File: config.mk
export PLATFORM = sky130hd
export DESIGN_NAME = hv_mem_arbiter
export DESIGN_NICKNAME = d
export VERILOG_FILES = /design/src/rtl/hv_mem_arbiter.sv
export SDC_FILE = /design/constraint.sdc
export NUM_CORES = 1
export LEC_CHECK = 0
export ABC_CLOCK_PERIOD_IN_PS = 2100
export CAP_MARGIN = 10
export CORE_UTILIZATION = 34
export CTS_CLUSTER_DIAMETER = 60
export DETAILED_ROUTE_END_ITERATION = 10
export PLACE_DENSITY = 0.81
export SLEW_MARGIN = 40
export SYNTH_ARGS = -nofsm -noshare
export SYNTH_HDL_FRONTEND = slang
export SYNTH_SLANG_ARGS = --single-unit
File: constraint.sdc
create_clock -name clk -period 2.1 [get_ports clk]
set_input_delay 0.21 -clock clk [delete_from_list [all_inputs] [get_ports clk]]
set_output_delay 0.21 -clock clk [all_outputs]
set_load 0.01 [all_outputs]
File: src/rtl/hv_mem_arbiter.sv
// hv_mem_arbiter: shares one single-port synchronous memory between the hvcore fetch and data ports.
//
// Ports:
//   clk, rst_n                 clock, asynchronous active-low reset
//   imem_en_i, instr_addr_i    fetch request (level, held until instr_valid_o) and address
//   instr_o, instr_valid_o     fetched word (held until the next fetch capture) and 1-cycle done pulse
//   dmem_en_i, dmem_wr_i       data request (level, held until dmem_rdata_valid_o) and write select
//   dmem_addr_i, dmem_wdata_i  data address and write data
//   dmem_rdata_o               read data (held until the next data-read capture)
//   dmem_rdata_valid_o         1-cycle completion pulse (acknowledge for writes)
//   mem_en_o, mem_wr_o         memory access strobe (1 cycle per access) and write enable
//   mem_addr_o, mem_wdata_o    memory address and write data
//   mem_rdata_i                memory read data, valid RD_LAT cycles after the mem_en_o cycle
module hv_mem_arbiter #(
    parameter int AW     = 32,
    parameter int DW     = 32,
    parameter int RD_LAT = 1
) (
    input  logic          clk,
    input  logic          rst_n,
    input  logic          imem_en_i,
    input  logic [AW-1:0] instr_addr_i,
    output logic [DW-1:0] instr_o,
    output logic          instr_valid_o,
    input  logic          dmem_en_i,
    input  logic          dmem_wr_i,
    input  logic [AW-1:0] dmem_addr_i,
    input  logic [DW-1:0] dmem_wdata_i,
    output logic [DW-1:0] dmem_rdata_o,
    output logic          dmem_rdata_valid_o,
    output logic          mem_en_o,
    output logic          mem_wr_o,
    output logic [AW-1:0] mem_addr_o,
    output logic [DW-1:0] mem_wdata_o,
    input  logic [DW-1:0] mem_rdata_i
);

    typedef enum logic [1:0] {
        S_IDLE = 2'd0,
        S_WAIT = 2'd1,
        S_RESP = 2'd2
    } state_t;

    localparam logic       GNT_I    = 1'b0;
    localparam logic       GNT_D    = 1'b1;
    localparam logic [1:0] LAT_INIT = 2'(RD_LAT - 1);

    state_t        r_state;
    state_t        w_next;
    logic          r_grant;
    logic          r_last;
    logic [1:0]    r_lat_cnt;
    logic [DW-1:0] r_instr;
    logic [DW-1:0] r_drdata;
    logic          w_req;
    logic          w_gnt;
    logic          w_issue;
    logic          w_capture;

    assign w_req     = imem_en_i | dmem_en_i;
    // Under contention the port that did not win last time gets the memory.
    assign w_gnt     = (imem_en_i & dmem_en_i) ? ~r_last : dmem_en_i;
    // rst_n gates the strobe so an access request cannot leak out while reset is held.
    assign w_issue   = rst_n & (r_state == S_IDLE) & w_req;
    assign w_capture = (r_state == S_WAIT) & (r_lat_cnt == 2'd0);

    always_ff @(posedge clk or negedge rst_n) begin
        if (!rst_n) begin
            r_state <= S_IDLE;
        end else begin
            r_state <= w_next;
        end
    end

    always_comb begin
        w_next = r_state;
        if (r_state == S_IDLE && w_req)
            w_next = (w_gnt == GNT_D && dmem_wr_i) ? S_RESP : S_WAIT;
        else if (w_capture)
            w_next = S_RESP;
        else if (r_state == S_RESP)
            w_next = S_IDLE;
    end

    always_comb begin
        mem_en_o           = w_issue;
        mem_wr_o           = w_issue & (w_gnt == GNT_D) & dmem_wr_i;
        mem_addr_o         = !w_issue ? '0 : (w_gnt == GNT_D) ? dmem_addr_i : instr_addr_i;
        mem_wdata_o        = (w_issue && w_gnt == GNT_D) ? dmem_wdata_i : '0;
        instr_valid_o      = (r_state == S_RESP) & (r_grant == GNT_I);
        dmem_rdata_valid_o = (r_state == S_RESP) & (r_grant == GNT_D);
    end

    always_ff @(posedge clk or negedge rst_n) begin
        if (!rst_n) begin
            r_grant   <= GNT_I;
            r_last    <= GNT_I;
            r_lat_cnt <= 2'd0;
            r_instr   <= '0;
            r_drdata  <= '0;
        end else begin
            if (w_issue) begin
                r_grant   <= w_gnt;
                r_last    <= w_gnt;
                r_lat_cnt <= LAT_INIT;
            end else if (r_state == S_WAIT && r_lat_cnt != 2'd0) begin
                r_lat_cnt <= r_lat_cnt - 2'd1;
            end
            if (w_capture && r_grant == GNT_D)
                r_drdata <= mem_rdata_i;
            if (w_capture && r_grant == GNT_I)
                r_instr <= mem_rdata_i;
        end
    end

    assign instr_o      = r_instr;
    assign dmem_rdata_o = r_drdata;

endmodule

# Word-level counts from Yosys, hierarchy flattened
# Index checks and enable logic that the tools add are counted.
totals:
  regBits: 69
  in_bits: 133
  out_inout_bits: 132
  word_cells: 39
classes:
  n_addsub: 1
  eq_ne: 2
  n_mux: 10
  bitwise: 10
  n_reduce_logical: 11
op_table:
  columns: ["operator", "count"]
  rows:
  - ["two-way mux 32 bit", 3]
  - ["two-way mux 2 bit", 6]
  - ["bitwise AND 1 bit", 8]
  - ["logical AND 1 bit", 6]
  - ["zero test 2 bit", 2]
  - ["nonzero test 2 bit", 2]
  - ["nonzero test 3 bit", 1]
  - ["== test 2 x 1 -> 1 bit (second input constant)", 1]
  - ["== test 2 bit (second input constant)", 1]
  - ["subtractor 2 x 1 -> 2 bit (second input constant)", 1]
  - ["two-way mux 1 bit", 1]
  - ["NOT 1 bit", 1]
  - ["OR 1 bit", 1]

# Longest topological paths before layout
logic_depth:
  ltp_word: 5
  depth_mapped: 6
  depth_no_buf: 5

# Worst setup path after synthesis
# OpenSTA, ideal clock, no wires.
synth_path:
  kind: "reg-to-reg"
  from: "register r_lat_cnt[0]"
  to: "register r_instr[10] (netlist: instr_o[10])"
  setup_ns: 0.125
  arrival_ns: 1.529
  required_time_ns: 1.975
  setup_slack_ns: 0.446
  stages_incl_launch_ff: 7
  n_path_buf: 2
  synth_period_minus_slack_ns: 1.654
  path_cell_list: "dfrtp_1 -> inv_1 -> ha_1 -> nor4bb_1 -> buf_4 -> buf_12 -> mux2_4"
synth_via:
  elab_chain_len: 3
synth_rtl:
  columns: ["element", "line_no", "rtl"]
  rows:
  - ["from (decl)", "52", "logic [1:0] r_lat_cnt;"]
  - ["from (signal assigned)", "107", "r_lat_cnt <= r_lat_cnt - 2'd1;"]
  - ["zero test 2 bit", "65", "assign w_capture = (r_state == S_WAIT) & (r_lat_cnt == 2'd0);"]
  - ["bitwise AND 1 bit", "65", null]
  - ["logical AND 1 bit", "111", "if (w_capture && r_grant == GNT_I)"]
  - ["to (signal assigned)", "112", "r_instr <= mem_rdata_i;"]
  - ["to (decl)", "53", "logic [DW-1:0] r_instr;"]
# Every way passes these cells.
# A chain may end at the register's enable or synchronous reset.

==> results.md <==
| Group | Result | This run |
|---|---|---|
| outcome | Status | completed |
| timing | TNS Setup | 0 ps |
| yosys | Gate count after technology mapping | 310 |
| finish | Register cell area after layout | 1730 µm² |
| die | Vertical die dimension | 104 µm |
| yosys | Post-synthesis instance area | 3520 µm² |
| routing | Vias per Instance | 4.69 |
| global routing | Largest net degree at the start of global routing | 69 |
| critical path | Arrival time worst endpoint | 1790 ps |
| timing | Tightest slew margin relative to the limit | 60.5% |
| die | Floorplan row count | 36 |
| timing | Share of the clock period used by the worst path after layout | 95.2% |
| placed design | Number of buffer cells added on primary ports | 264 |
| routing | Initial DRT Pass Iterations | 5 |
| power and ir drop | Total power divided by cell area | 1120 nW/µm² |
| critical path | Startpoint types | register |
| yosys | Most area-consuming cells after synthesis | dfrtp_1, mux2_4, mux2_2, nand2_1, and2_1 |
| die | Die X-Extent | 104 µm |
| finish | Layout-stage area growth over the synthesis result | 87.2% |
| yosys | Per-instance average area after synthesis | 11.4 µm² |
| routing | Routed wire length | 11800 µm |
| clock network | Clock-pin slew on the worst setup and hold paths | 80 ps |
| critical path | Origin of the critical flop-to-flop path | r_lat_cnt[0]$_DFFE_PN0P_ |
| die | Starting density of the core | 35.5% |
| yosys | Leading register cell type out of synthesis | dfrtp_1 |
| clock network | Buffer levels on the longest clock path | 2 |
| finish | Total area of multi-input combinational cells | 1650 µm² |
| critical path | Top delay family on crit path | buffers and inverters |
| timing | Worst-Margin Slew | 592 ps |
| critical path | Biggest cell delay along the critical path | 430 ps |
| critical path | Crit path capture type | primary output |
| yosys | FFs w/ async S/R, synth | 100% |
| critical path | Critical path origin | r_grant$_DFFE_PN0P_ |
| critical path | Number of buffer and inverter instances along the worst setup path | 3 |
| global routing | Antenna violations before repair | 1 |
| routing | Routed Antenna Nets | 0 |
| die | Die Footprint | 10800 µm² |
| critical path | Type of the setup path with the least slack | reg2out |
| routing | # DRC | 0 |
| timing | Layout Skew | 8.04 ps |
| finish | Layout cell share with drive strength beyond 1 | 18.8% |
| critical path | Largest fanout on the critical path | 6 |
| placed design | Half-perimeter wire length of the detailed placement result | 9240 µm |
| finish | Number of filler cells placed in the layout | 801 |
| yosys | Area share of the leading cell type in the synthesized netlist | 49.1% |
| yosys | Portion of the post-synthesis area used by sequential elements | 49.1% |
| clock network | Clock tree from TritonCTS | yes |
| timing | Max Freq | 500 MHz |
| global routing | Global routing usage summed across all routing layers | 21.7% |
| finish | Cell area after layout | 6590 µm² |
| global routing | Sum of overflow across all layers after global routing | 0 |
| routing | Routed length per instance | 16.3 µm |
| critical path | Cell chain of the critical path | a21boi_4 > buf_8 > buf_4 > nand2_1 > a21oi_1 > dlygate4sd2_1 |
| yosys | Yosys warns | 0 |
| routing | DRC marker count from the first detailed-route iteration | 198 |
| routing | Routed via count | 3401 |
| placed design | Gpl congestion | 0.914 |
| yosys | Number of flops mapped to enable cells by yosys | 0 |
| yosys | Library cell with the highest instance count after synthesis | dfrtp_1 |
| clock network | Number of buffers created by CTS | 9 |
| global routing | Via count of the first global-routing pass | 3521 |
| timing | Post-layout min period | 2000 ps |
| power and ir drop | Overall Power | 0.00739 W |
| clock network | Cell at the root of the clock tree | clkbuf_8 |
| clock network | Count of H-tree levels built during CTS | 3 |
| timing | Hold Vio Cnt, Final | 0 |
| global routing | Global-route wire length before repair | 18300 µm |
| critical path | Data required time of the critical path | 1890 ps |
| clock network | CTS sink cnt | 69 |
| timing | Final Max Slew Viols | 0 |
| die | Placeable core region | 9910 µm² |
| yosys | Library cell with the largest summed area after synthesis | dfrtp_1 |
| job | Number of maximum-capacitance violations | 0 |
| yosys | Post-synth net total | 444 |
| die | I/O pins | 265 |
| yosys | Number of distinct standard cells referenced by the synthesized netlist | 31 |
| finish | Count of nets after finishing | 720 |
| power and ir drop | Largest voltage drop on the vdd net | 0.531 mV |
| finish | Share of the core filled with cells | 66.5% |
| placed design | Placed cell area | 6350 µm² |
| hold path | Class of the worst hold path | in2async |
| timing | Final setup violation count | 0 |
| clock network | Clock insertion delay at the later pin of the skew report | 340 ps |
| yosys | Post-synthesis sequential element count | 69 |
| yosys | Most frequent cells after synthesis | dfrtp_1, nand2_1, mux2_2 |
| critical path | Cell with the largest stage delay on the worst path | dfrtp_1 |
| power and ir drop | Leakage power total | 3.38 nW |
-- cells in the final DEF (no fill, tap or decap), types with 9 or more instances in the layout --
| cell type | netlist | final |
|---|---|---|
| a21oi_1 | 32 | 30 |
| nand2_1 | 65 | 65 |
| mux2_2 | 34 | 34 |
| dfrtp_1 | 69 | 69 |
| buf_4 | 1 | 16 |
| and2_1 | 32 | 32 |
| clkbuf_8 | 0 | 9 |
| mux2_4 | 30 | 30 |
| dlygate4sd2_1 | 0 | 45 |
| dlymetal6s2s_1 | 0 | 23 |
| clkdlybuf4s50_1 | 0 | 195 |
-- worst paths after layout --
kind	to	slack, ps	depth (start not counted)
min in group clk	r_grant$_DFFE_PN0P_	470	4
max in group asynchronous	instr_o[18]$_DFFE_PN0P_	1670	2
max reg2reg	instr_o[20]$_DFFE_PN0P_	170	5
max	mem_addr_o[3]	100	6
min reg2reg	dmem_rdata_o[16]$_DFFE_PN0P_	500	1
min	dmem_rdata_o[5]$_DFFE_PN0P_	9	2
-- report_power, final --
part | total, W | internal, W | leakage (nW) | switching [W]
logic | 0.00413 | 0.00259 | 2.48 | 0.00153
registers | 0.00238 | 0.00202 | 0.816 | 0.000362
clock network | 0.000881 | 0.000420 | 0.0829 | 0.000461
-- flip-flops by register name, indices dropped and copies added, names as in the netlist --
name          flops
instr_o          32
dmem_rdata_o     32
r_state           2
r_grant           1
r_lat_cnt         2
-- worst reg2reg max path: cells and delay by family (launching register included) --
family | cells | cell delay (ps)
buffers and inverters | 2 | 440
DFF | 1 | 390
and+or+nand+nor | 1 | 390
muxes | 1 | 350
adders and majority gates | 1 | 230
-- metal layers --
metal	vias to the layer above	GRT usage (%)	share of wire (%)
met5	-	0	0
met4	0	11.3	3.3
met3	27	6.23	7.5
met2	192	39.6	53
met1	1585	22.5	36
li1	1597	-	-
-- logic make-up (layout without fill, tap and decap cells) --
logic type,count (synthesis),after routing,share of synthesized area (%)
and+or+nand+nor,111,111,15.4
adders and majority gates,1,1,0.355
xor gates and xnor gates,1,1,0.249
muxes,64,64,23.7
DFF,69,69,49.1
other,0,1,0
buffers and inverters,25,306,4.87
AOI/OAI and AO/OA,39,39,6.43
-- what timing repair did --
| item | 4_1_cts | 5_1_grt |
|---|---|---|
| endpoints found under the setup margin | 66 | 22 |
| hold endpoints to repair | 1 | 0 |
| gates resized for setup | 49 | 27 |
| cloned | 0 | 0 |
| hold buffers | 1 | 0 |
| buffers inserted | 0 | 4 |
| pin swaps | 0 | 1 |
-- stage by stage --
step                setup WS, ps  cells  hold WS, ps
detailed placement          -172    703         15.1
global placement            -128    703         13.9
floorplan                    446    310        -85.6
CTS                         -160    720          146
finish                       102    725         8.84
global route              -0.276    724         55.7
-- final cells by class --
class / instances / share of cell area (%)
Antenna cell: 1 / 0.0380
Clock buffer: 11 / 1.99
Clock inverter: 5 / 0.418
Inverter: 3 / 0.171
Multi-Input combinational cell: 216 / 25.1
Sequential cell: 69 / 26.2
Tap cell: 133 / 2.53
Timing Repair Buffer: 287 / 43.6
Power figures use the tool's default switching activity.
